$ cat src/rtl/median_pkg.sv
// Shared types and constants for the 5x5 median path.
// Latency: n/a (declarations only).
// Backpressure: n/a.
package median_pkg;

    localparam int KERNEL_SIZE   = 5;
    localparam int KERNEL_RADIUS = KERNEL_SIZE / 2;
    localparam int DIM_WIDTH     = 13;

    typedef logic [DIM_WIDTH-1:0] dim_t;

    typedef enum logic {
        IDLE   = 1'b0,
        ACTIVE = 1'b1
    } seq_state_t;

endpackage

$ cat src/rtl/kernel_window_sequencer_frame_position_counter.sv
// Column/row tracker for the next pixel to enter the kernel buffer.
// Latency: position registered; eol/eof decode is combinational on the current position.
// Backpressure: none; advances only on en, holds otherwise.
//
// Ports:
//   i_clk, i_aresetn : clock, async active-low reset
//   load             : restart at the SOF pixel; next position is (0,1)
//   en               : one pixel accepted at the current position
//   clear            : return to (0,0) (aborted frame)
//   w_q, h_q         : latched frame dimensions
//   col, row         : position of the next pixel to arrive
//   eol, eof         : current position is the last of a line / of the frame
module frame_position_counter #(
    parameter int DIM_WIDTH = 13
) (
    input  logic                 i_clk,
    input  logic                 i_aresetn,
    input  logic                 load,
    input  logic                 en,
    input  logic                 clear,
    input  logic [DIM_WIDTH-1:0] w_q,
    input  logic [DIM_WIDTH-1:0] h_q,
    output logic [DIM_WIDTH-1:0] col,
    output logic [DIM_WIDTH-1:0] row,
    output logic                 eol,
    output logic                 eof
);

    localparam logic [DIM_WIDTH-1:0] ONE = DIM_WIDTH'(1);

    // Dimensions are at least KERNEL_SIZE whenever the frame is active,
    // so the minus-one never wraps in any cycle where these are used.
    assign eol = (col == (w_q - ONE));
    assign eof = eol && (row == (h_q - ONE));

    always_ff @(posedge i_clk or negedge i_aresetn) begin
        if (!i_aresetn) begin
            col <= '0;
            row <= '0;
        end else if (clear) begin
            col <= '0;
            row <= '0;
        end else if (load) begin
            // The SOF pixel itself occupies (0,0).
            col <= ONE;
            row <= '0;
        end else if (en) begin
            if (eof) begin
                col <= '0;
                row <= '0;
            end else if (eol) begin
                col <= '0;
                row <= row + ONE;
            end else begin
                col <= col + ONE;
            end
        end
    end

endmodule

$ cat src/rtl/kernel_window_sequencer.sv
// Frame-position controller: flags cycles where the kernel buffer holds a full in-frame window.
// Latency: window flags/centre zero-cycle; frame_done/frame_error/busy one cycle registered.
// Backpressure: none; follows i_data_valid, idle cycles hold all position state.
//
// Ports:
//   i_clk, i_aresetn            : clock, async active-low reset
//   IMAGE_WIDTH, IMAGE_HEIGHT   : frame dimensions, sampled on the SOF pixel
//   i_data_valid                : kernel buffer shifted in a pixel this cycle
//   i_start_of_frame            : that pixel is the first of a frame
//   o_window_valid/sof/eol/eof  : window present this cycle and its frame markers
//   o_center_col, o_center_row  : window centre in output coordinates (0 when no window)
//   o_frame_done, o_frame_error : single-cycle pulses after the triggering pixel
//   o_busy                      : a frame is in progress
module kernel_window_sequencer #(
    parameter int KERNEL_SIZE = 5,
    parameter int DIM_WIDTH   = 13
) (
    input  logic                 i_clk,
    input  logic                 i_aresetn,
    input  logic [DIM_WIDTH-1:0] IMAGE_WIDTH,
    input  logic [DIM_WIDTH-1:0] IMAGE_HEIGHT,
    input  logic                 i_data_valid,
    input  logic                 i_start_of_frame,
    output logic                 o_window_valid,
    output logic                 o_window_sof,
    output logic                 o_window_eol,
    output logic                 o_window_eof,
    output logic [DIM_WIDTH-1:0] o_center_col,
    output logic [DIM_WIDTH-1:0] o_center_row,
    output logic                 o_frame_done,
    output logic                 o_frame_error,
    output logic                 o_busy
);

    import median_pkg::*;

    localparam logic [DIM_WIDTH-1:0] K_SIZE = DIM_WIDTH'(KERNEL_SIZE);
    localparam logic [DIM_WIDTH-1:0] K_LAST = DIM_WIDTH'(KERNEL_SIZE - 1);
    localparam logic [DIM_WIDTH-1:0] K_RAD  = DIM_WIDTH'(KERNEL_SIZE / 2);

    seq_state_t state, state_nxt;

    logic [DIM_WIDTH-1:0] w_q, h_q;
    logic [DIM_WIDTH-1:0] col, row;
    logic                 pos_eol, pos_eof;

    logic sof_px;      // SOF pixel, accepted in any state
    logic dims_ok;     // sampled dimensions can hold at least one window
    logic adv;         // ordinary pixel inside an active frame
    logic done_nxt;
    logic error_nxt;
    logic frame_done_q;
    logic frame_error_q;

    assign sof_px  = i_data_valid && i_start_of_frame;
    assign dims_ok = (IMAGE_WIDTH >= K_SIZE) && (IMAGE_HEIGHT >= K_SIZE);
    assign adv     = i_data_valid && !i_start_of_frame && (state == ACTIVE);

    // Dimensions are latched on every SOF; an undersized frame never goes
    // ACTIVE, so stale values are never decoded against.
    always_ff @(posedge i_clk or negedge i_aresetn) begin
        if (!i_aresetn) begin
            w_q <= '0;
            h_q <= '0;
        end else if (sof_px) begin
            w_q <= IMAGE_WIDTH;
            h_q <= IMAGE_HEIGHT;
        end
    end

    frame_position_counter #(
        .DIM_WIDTH (DIM_WIDTH)
    ) u_pos (
        .i_clk     (i_clk),
        .i_aresetn (i_aresetn),
        .load      (sof_px && dims_ok),
        .en        (adv),
        .clear     (sof_px && !dims_ok),
        .w_q       (w_q),
        .h_q       (h_q),
        .col       (col),
        .row       (row),
        .eol       (pos_eol),
        .eof       (pos_eof)
    );

    // State register
    always_ff @(posedge i_clk or negedge i_aresetn) begin
        if (!i_aresetn) begin
            state <= IDLE;
        end else begin
            state <= state_nxt;
        end
    end

    // Next-state logic: SOF always restarts (or aborts on bad dimensions),
    // the last pixel of the frame returns to IDLE.
    always_comb begin
        state_nxt = state;
        if (sof_px) begin
            state_nxt = dims_ok ? ACTIVE : IDLE;
        end else if (adv && pos_eof) begin
            state_nxt = IDLE;
        end
    end

    // Output logic: zero-latency window decode aligned with the kernel
    // buffer, plus next values for the registered pulses.
    always_comb begin
        o_window_valid = 1'b0;
        o_window_sof   = 1'b0;
        o_window_eol   = 1'b0;
        o_window_eof   = 1'b0;
        o_center_col   = '0;
        o_center_row   = '0;
        done_nxt       = 1'b0;
        error_nxt      = 1'b0;

        if (adv && (row >= K_LAST) && (col >= K_LAST)) begin
            o_window_valid = 1'b1;
            o_window_sof   = (row == K_LAST) && (col == K_LAST);
            o_window_eol   = pos_eol;
            o_window_eof   = pos_eof;
            o_center_col   = col - K_RAD;
            o_center_row   = row - K_RAD;
        end

        done_nxt  = adv && pos_eof;
        // A SOF mid-frame and a SOF with unusable dimensions are both
        // reported through the same single pulse.
        error_nxt = sof_px && ((state == ACTIVE) || !dims_ok);
    end

    always_ff @(posedge i_clk or negedge i_aresetn) begin
        if (!i_aresetn) begin
            frame_done_q  <= 1'b0;
            frame_error_q <= 1'b0;
        end else begin
            frame_done_q  <= done_nxt;
            frame_error_q <= error_nxt;
        end
    end

    assign o_frame_done  = frame_done_q;
    assign o_frame_error = frame_error_q;
    assign o_busy        = (state == ACTIVE);

endmodule

$ cat config.mk
export PLATFORM = sky130hd
export DESIGN_NAME = kernel_window_sequencer
export DESIGN_NICKNAME = d
export VERILOG_FILES = /design/src/rtl/median_pkg.sv /design/src/rtl/kernel_window_sequencer_frame_position_counter.sv /design/src/rtl/kernel_window_sequencer.sv
export SDC_FILE = /design/constraint.sdc
export NUM_CORES = 1
export LEC_CHECK = 0
export BUFFER_PORTS_ARGS = -buffer_cell sky130_fd_sc_hd__buf_2
export CORE_ASPECT_RATIO = 1.1
export CORE_MARGIN = 1.5
export CORE_UTILIZATION = 50
export DETAILED_ROUTE_END_ITERATION = 8
export GPL_TIMING_DRIVEN = 0
export PLACE_DENSITY = 0.78
export SLEW_MARGIN = 15
export SYNTH_ARGS = -nofsm -noshare
export SYNTH_HDL_FRONTEND = slang
export SYNTH_SLANG_ARGS = --single-unit
$ cat constraint.sdc
create_clock -name i_clk -period 4 [get_ports i_clk]
set_clock_uncertainty 0.15 [all_clocks]
set_input_delay 0.8 -clock i_clk [delete_from_list [all_inputs] [get_ports i_clk]]
set_output_delay 0.8 -clock i_clk [all_outputs]
set_load 0.02 [all_outputs]
# Yosys cells after proc, flatten, opt, wreduce, memory -nomap -nowiden
# Index checks and enable logic that the tools add are counted.
[word_totals] reg_bits=55 latchBits=0 mem_bits_rw=0 mem_bits_ro=0 in_bits=30 output_inout_bits=33 wordCells=59 memories=0
[classes] add_sub_neg=6 n_mul=0 div=0 magnitude_cmp=4 n_eq_ne=4 shift=0 muxes=19 n_bitwise=0 reduce_logical=19
[op_table] cell="2-to-1 mux 13 bit" count=12
[op_table] cell=">= comparator 13 x 3 -> 1 bit (second input constant)" count=4
[op_table] cell="adder 13 x 1 -> 13 bit (second input constant)" count=2
[op_table] cell="== test 13 bit" count=2
[op_table] cell="== test 13 x 3 -> 1 bit (second input constant)" count=2
[op_table] cell="subtractor 13 x 1 -> 13 bit (second input constant)" count=2
[op_table] cell="subtractor 13 x 2 -> 13 bit (second input constant)" count=2
[op_table] cell="logical AND 1 bit" count=12
[op_table] cell="2-to-1 mux 1 bit" count=7
[op_table] cell="nonzero test 4 bit" count=1
[op_table] cell="nonzero test 3 bit" count=1
[op_table] cell="logical NOT 1 bit" count=2
[op_table] cell="AND reduction 2 bit" count=1
[op_table] cell="nonzero test 2 bit" count=1
[op_table] cell="logical OR 1 bit" count=1

# Logic depth before layout (Yosys ltp)
[logic_depth] ltp_word=7 depth_mapped=12 mapped_depth_nobuf=10

# Hierarchy
# A second synthesis with hierarchy kept.
[unflattened] hier_cells=510 area_unflattened_um2=4410.5
[modules_own_cells] mod="frame_position_counter" instances=1 cells_each=328 area_per_inst_um2=2615.0 seq_area_each_um2=650.6
[modules_own_cells] mod="kernel_window_sequencer" instances=1 cells_each=182 area_per_inst_um2=1795.5 seq_area_each_um2=725.7

# Worst setup path before layout
# OpenSTA, ideal clock, no wires.
[synth_path] kind="reg2out" start="reg w_q[0]" end="out o_window_eof" t_arrival_ps=2999 t_required_ps=3050 slack_ps=51 path_stages_with_launch=10 n_path_buf=0 cell_sequence="dfrtp_1 -> inv_1 -> ha_1 -> xor2_1 -> nand2_1 -> or4_1 -> or4_1 -> or4b_4 -> or2_2 -> nor2_1"
[synth_via] elab_chain_cells=4
[synth_rtl] element="start: declaration" line="kernel_window_sequencer.sv:43" rtl="logic [DIM_WIDTH-1:0] w_q, h_q;"
[synth_rtl] element="start signal: assignment" line="kernel_window_sequencer.sv:63" rtl="w_q <= '0;"
[synth_rtl] element="start signal: assignment" line="kernel_window_sequencer.sv:66" rtl="w_q <= IMAGE_WIDTH;"
[synth_rtl] element="subtractor 13 x 1 -> 13 bit" line="kernel_window_sequencer_frame_position_counter.sv:33" rtl="assign eol = (col == (w_q - ONE));"
[synth_rtl] element="== test 13 bit" line="kernel_window_sequencer_frame_position_counter.sv:33"
[synth_rtl] element="logical AND 1 bit" line="kernel_window_sequencer_frame_position_counter.sv:34" rtl="assign eof = eol && (row == (h_q - ONE));"
[synth_rtl] element="2-to-1 mux 1 bit" line="kernel_window_sequencer.sv:119" rtl="if (adv && (row >= K_LAST) && (col >= K_LAST)) begin"
[synth_rtl] element="end: declaration" line="kernel_window_sequencer.sv:27" rtl="output logic o_window_eof,"
# Every way passes these cells.

# Worst setup path after layout
# Same ends and word-level chain as after synthesis.

==> metrics.md <==
| Metric | Value |
|---|---|
| Post-synth cell types | 55 |
| DP Worst Slack | -0.151 ns |
| Final setup viols | 2 |
| Combinational share of power | 0.273 |
| RSZ-0062 raised after global routing | true |
| Worst R2R Start | w_q[0] |
| Reg2reg setup slack | approximately 0.21 ns |
| First-pass iteration count of the detailed router | 5 |
| First-pass GRT wire length | 17.2 mm |
| H-tree depth | 2 |
| Rel. slew slack | 0.519 |
| FF-to-FF End | u_pos.row[4] |
| Sequential share of the synthesized area | 0.338 |
| Ys async rst share | 1.00 |
| Worst Reg-to-Reg Cells | 14 |
| Hold Buf Count CTS | 0 |
| Crit end category | primary output |
| Synth top area share | 0.338 |
| Number of diodes | 0 |
| Fin nets | 600 |
| Starting density of the core | 0.514 |
| WP data arrival | 3.16 ns |
| Syn. warnings | 0 |
| Final hold slack | between 0.3 and 0.4 ns |
| #FFs+latches synth | 55 |
| WL/cell | 15.9 um |
| Die Area | 8690 um^2 |
| Die Span Y | around 100 um |
| # port buffers | 62 |
| Root buf cell | clkbuf_8 |
| # clock sinks | 55 |
| Worst path slowest cell | or4b_4 |
| Endpoints failing hold | 0 |
| DRT iter0 DRCs | slightly above 200 |
| Post-Synthesis Cells | 484 |
| Fraction of layout cells with a size suffix above 1 | 0.228 |
| Final WL | roughly 11 mm |
| Synth area leaders | dfrtp_1 34%, xnor2_1 6.0%, mux2_2 5.8%, nor2_1 4.8%, xor2_1 4.3% |
| Crit Path Class | reg2out |
| CP Launch Type | flop |
| Top post-synthesis cells by count | 55 x dfrtp_1, 52 x nor2_1, 46 x nand2_1 |
| GP Congestion | 0.915 |
| Worst-margin pin slew | 0.722 ns |
| Internal | 935 uW |
| Net Sw Frac | 0.332 |
| Hold Path Class | in2async |
| Switch Pwr | 464 uW |
| Max Slew Vio Count | 0 |
| CP Cell Sequence | inv_2, ha_4, xor2_1, nand2_1, or4_4, or4_4, or4b_4, or2_4, nor2_4, buf_6 |
| Die X | approximately 89 um |
| Via count | approximately 3,800 |
| Mean Syn Cell Area | 8.41 um^2 |
| TritonCTS clock tree | yes |
| Sequential power share | 0.478 |
| Worst-path clk slew | 0.11 ns |
| Final min period | around 4.1 ns |
| Worst-Skew Late Latency | 0.32 ns |
| # IOs | 63 |
| Pwr dens | 292 nW/um^2 |
| Synthesized cell area | 4070 um^2 |
| Vias per cell | 5.75 |
| Critical Path RT | 3.05 ns |
| Final antenna-violating net count | 0 |
| Std-Cell Rows | 34 |
| Violated checks | negative setup slack |
| Largest net degree at the start of global routing | 56 |
| All-layer global routing usage | 0.246 |
| CTS buffer count | 5 |
| Antenna violations before repair | 0 |
| Largest fanout on the critical path | 2 |
| Leading cell type by number of instances after synthesis | dfrtp_1 |
| Outcome | complete, but fails checks |
| Worst setup margin | -0.109 ns |
| Max-cap viol count | 0 |
| Worst ir drop on vdd | 0.237 mV |
| HPWL Detailed | 7.95 mm |
| CP peak stage delay | ~0.51 ns |
| F_max | around 240 MHz |
| Worst path most repeated cell | or4_4 |
| EDFF count, synth | 0 |
| Clock Power Share | 0.249 |
| Utilization after layout | 0.605 |
| Area Growth Syn to Fin | 17.6% |
| CTS Buffer Depth | 2 |
| Yosys top cell by area | dfrtp_1 |
| Grt ovf | 0 |
| Leakage | 2.17 nW |
| Mapped Nets | roughly 520 |
| Final period util | 1.03 |
| DRC violations left | 0 |
| Synth Flop Type | dfrtp_1 |
| Floorplan core area | 7910 um^2 |
| Vias in the first global route | 3,688 |
[metal layers]
layer,GRT usage,routed length (um)
met1,0.319,4540
met2,0.425,5440
met3,0.0263,444
met4,0.0734,198
met5,0,0
[power by group through the flow]
| stage | sequential, mW | combinational (mW) | clock (mW) |
|---|---|---|---|
| after global routing | 0.674 | 0.423 | 0.368 |
| after detailed placement | 0.675 | 0.354 | 0 |
| after CTS | 0.662 | 0.367 | 0.351 |
| after floorplan | 0.655 | 0.264 | 0 |
| after global placement | 0.673 | 0.339 | 0 |
| final | 0.668 | 0.382 | 0.348 |
[state kept, by name, indices dropped and copies added (netlist names)]
signal,cells
h_q,13
u_pos.col,13
u_pos.row,13
w_q,13
o_busy,1
o_frame_done,1
o_frame_error,1
[cell families after synthesis]
family,count (synthesis),synth area share
AO/OA/AOI/OAI,102,0.169
AND/OR/NAND/NOR,193,0.243
buffers and inverters,54,0.0544
multiplexers,22,0.0606
adder cells (fa/ha/maj),10,0.0307
flip-flops,55,0.338
XOR/XNOR,48,0.103
[critical path, delay by kind of cell (launching register included)]
kind          cells  cell delay [ns]
buf+inv           2             0.19
flops             1             0.42
simple gates      6             1.83
fa+ha+maj         1             0.27
xor+xnor          1             0.12
[layout make-up]
class	count	area [um^2]
fillers	725	3130
multi-input cells	375	2560
flip-flops and latches	55	1380
repair buffers	69	385
plain buffers	33	145
well taps	108	135
clock buffers	7	96.3
inverters	21	78.8
clock inverters	1	7.51
[cell usage in the layout, fill, tap and decap left out, types with 7 or more instances in the layout]
cell type,Yosys,layout
dfrtp_1,55,54
a21o_1,11,11
nor3b_1,8,7
nand2_1,46,46
a21oi_1,12,12
o21ai_0,29,28
mux2_2,21,21
xor2_1,20,20
nand3_1,10,10
nor4_1,18,15
o31ai_1,11,11
nor3_1,10,9
inv_1,20,18
ha_1,10,9
nor2_1,52,50
clkbuf_1,25,22
buf_2,3,62
xnor2_1,28,27
clkbuf_8,0,7
[worst max path at each step]
stage,startpoint,end
6_report,w_q[0],o_window_eof
3_5_place_dp,w_q[0],o_window_eof
4_1_cts,w_q[0],o_window_eof
3_3_place_gp,w_q[0],o_window_eof
5_1_grt,w_q[0],o_window_eof
2_1_floorplan,w_q[0],o_window_eof
[metrics by stage]
stage | instance area (um^2) | cells | power, mW | setup TNS (ns)
final | 4790 | 669 | 1.40 | -0.191
after global routing | 4790 | 669 | 1.46 | -1.19
after CTS | 4680 | 666 | 1.38 | -0.387
after detailed placement | 4520 | 654 | 1.03 | -0.151
after global placement | 4520 | 654 | 1.01 | -0.107
after floorplan | 4070 | 484 | 0.919 | 0
[timing repair]
action / CTS / global route
endpoints found under the setup margin: 7 / 15
buffers inserted: 4 / 3
gates resized for setup: 8 / 23
pin swaps: 3 / 6
Power figures use the tool's default switching activity.
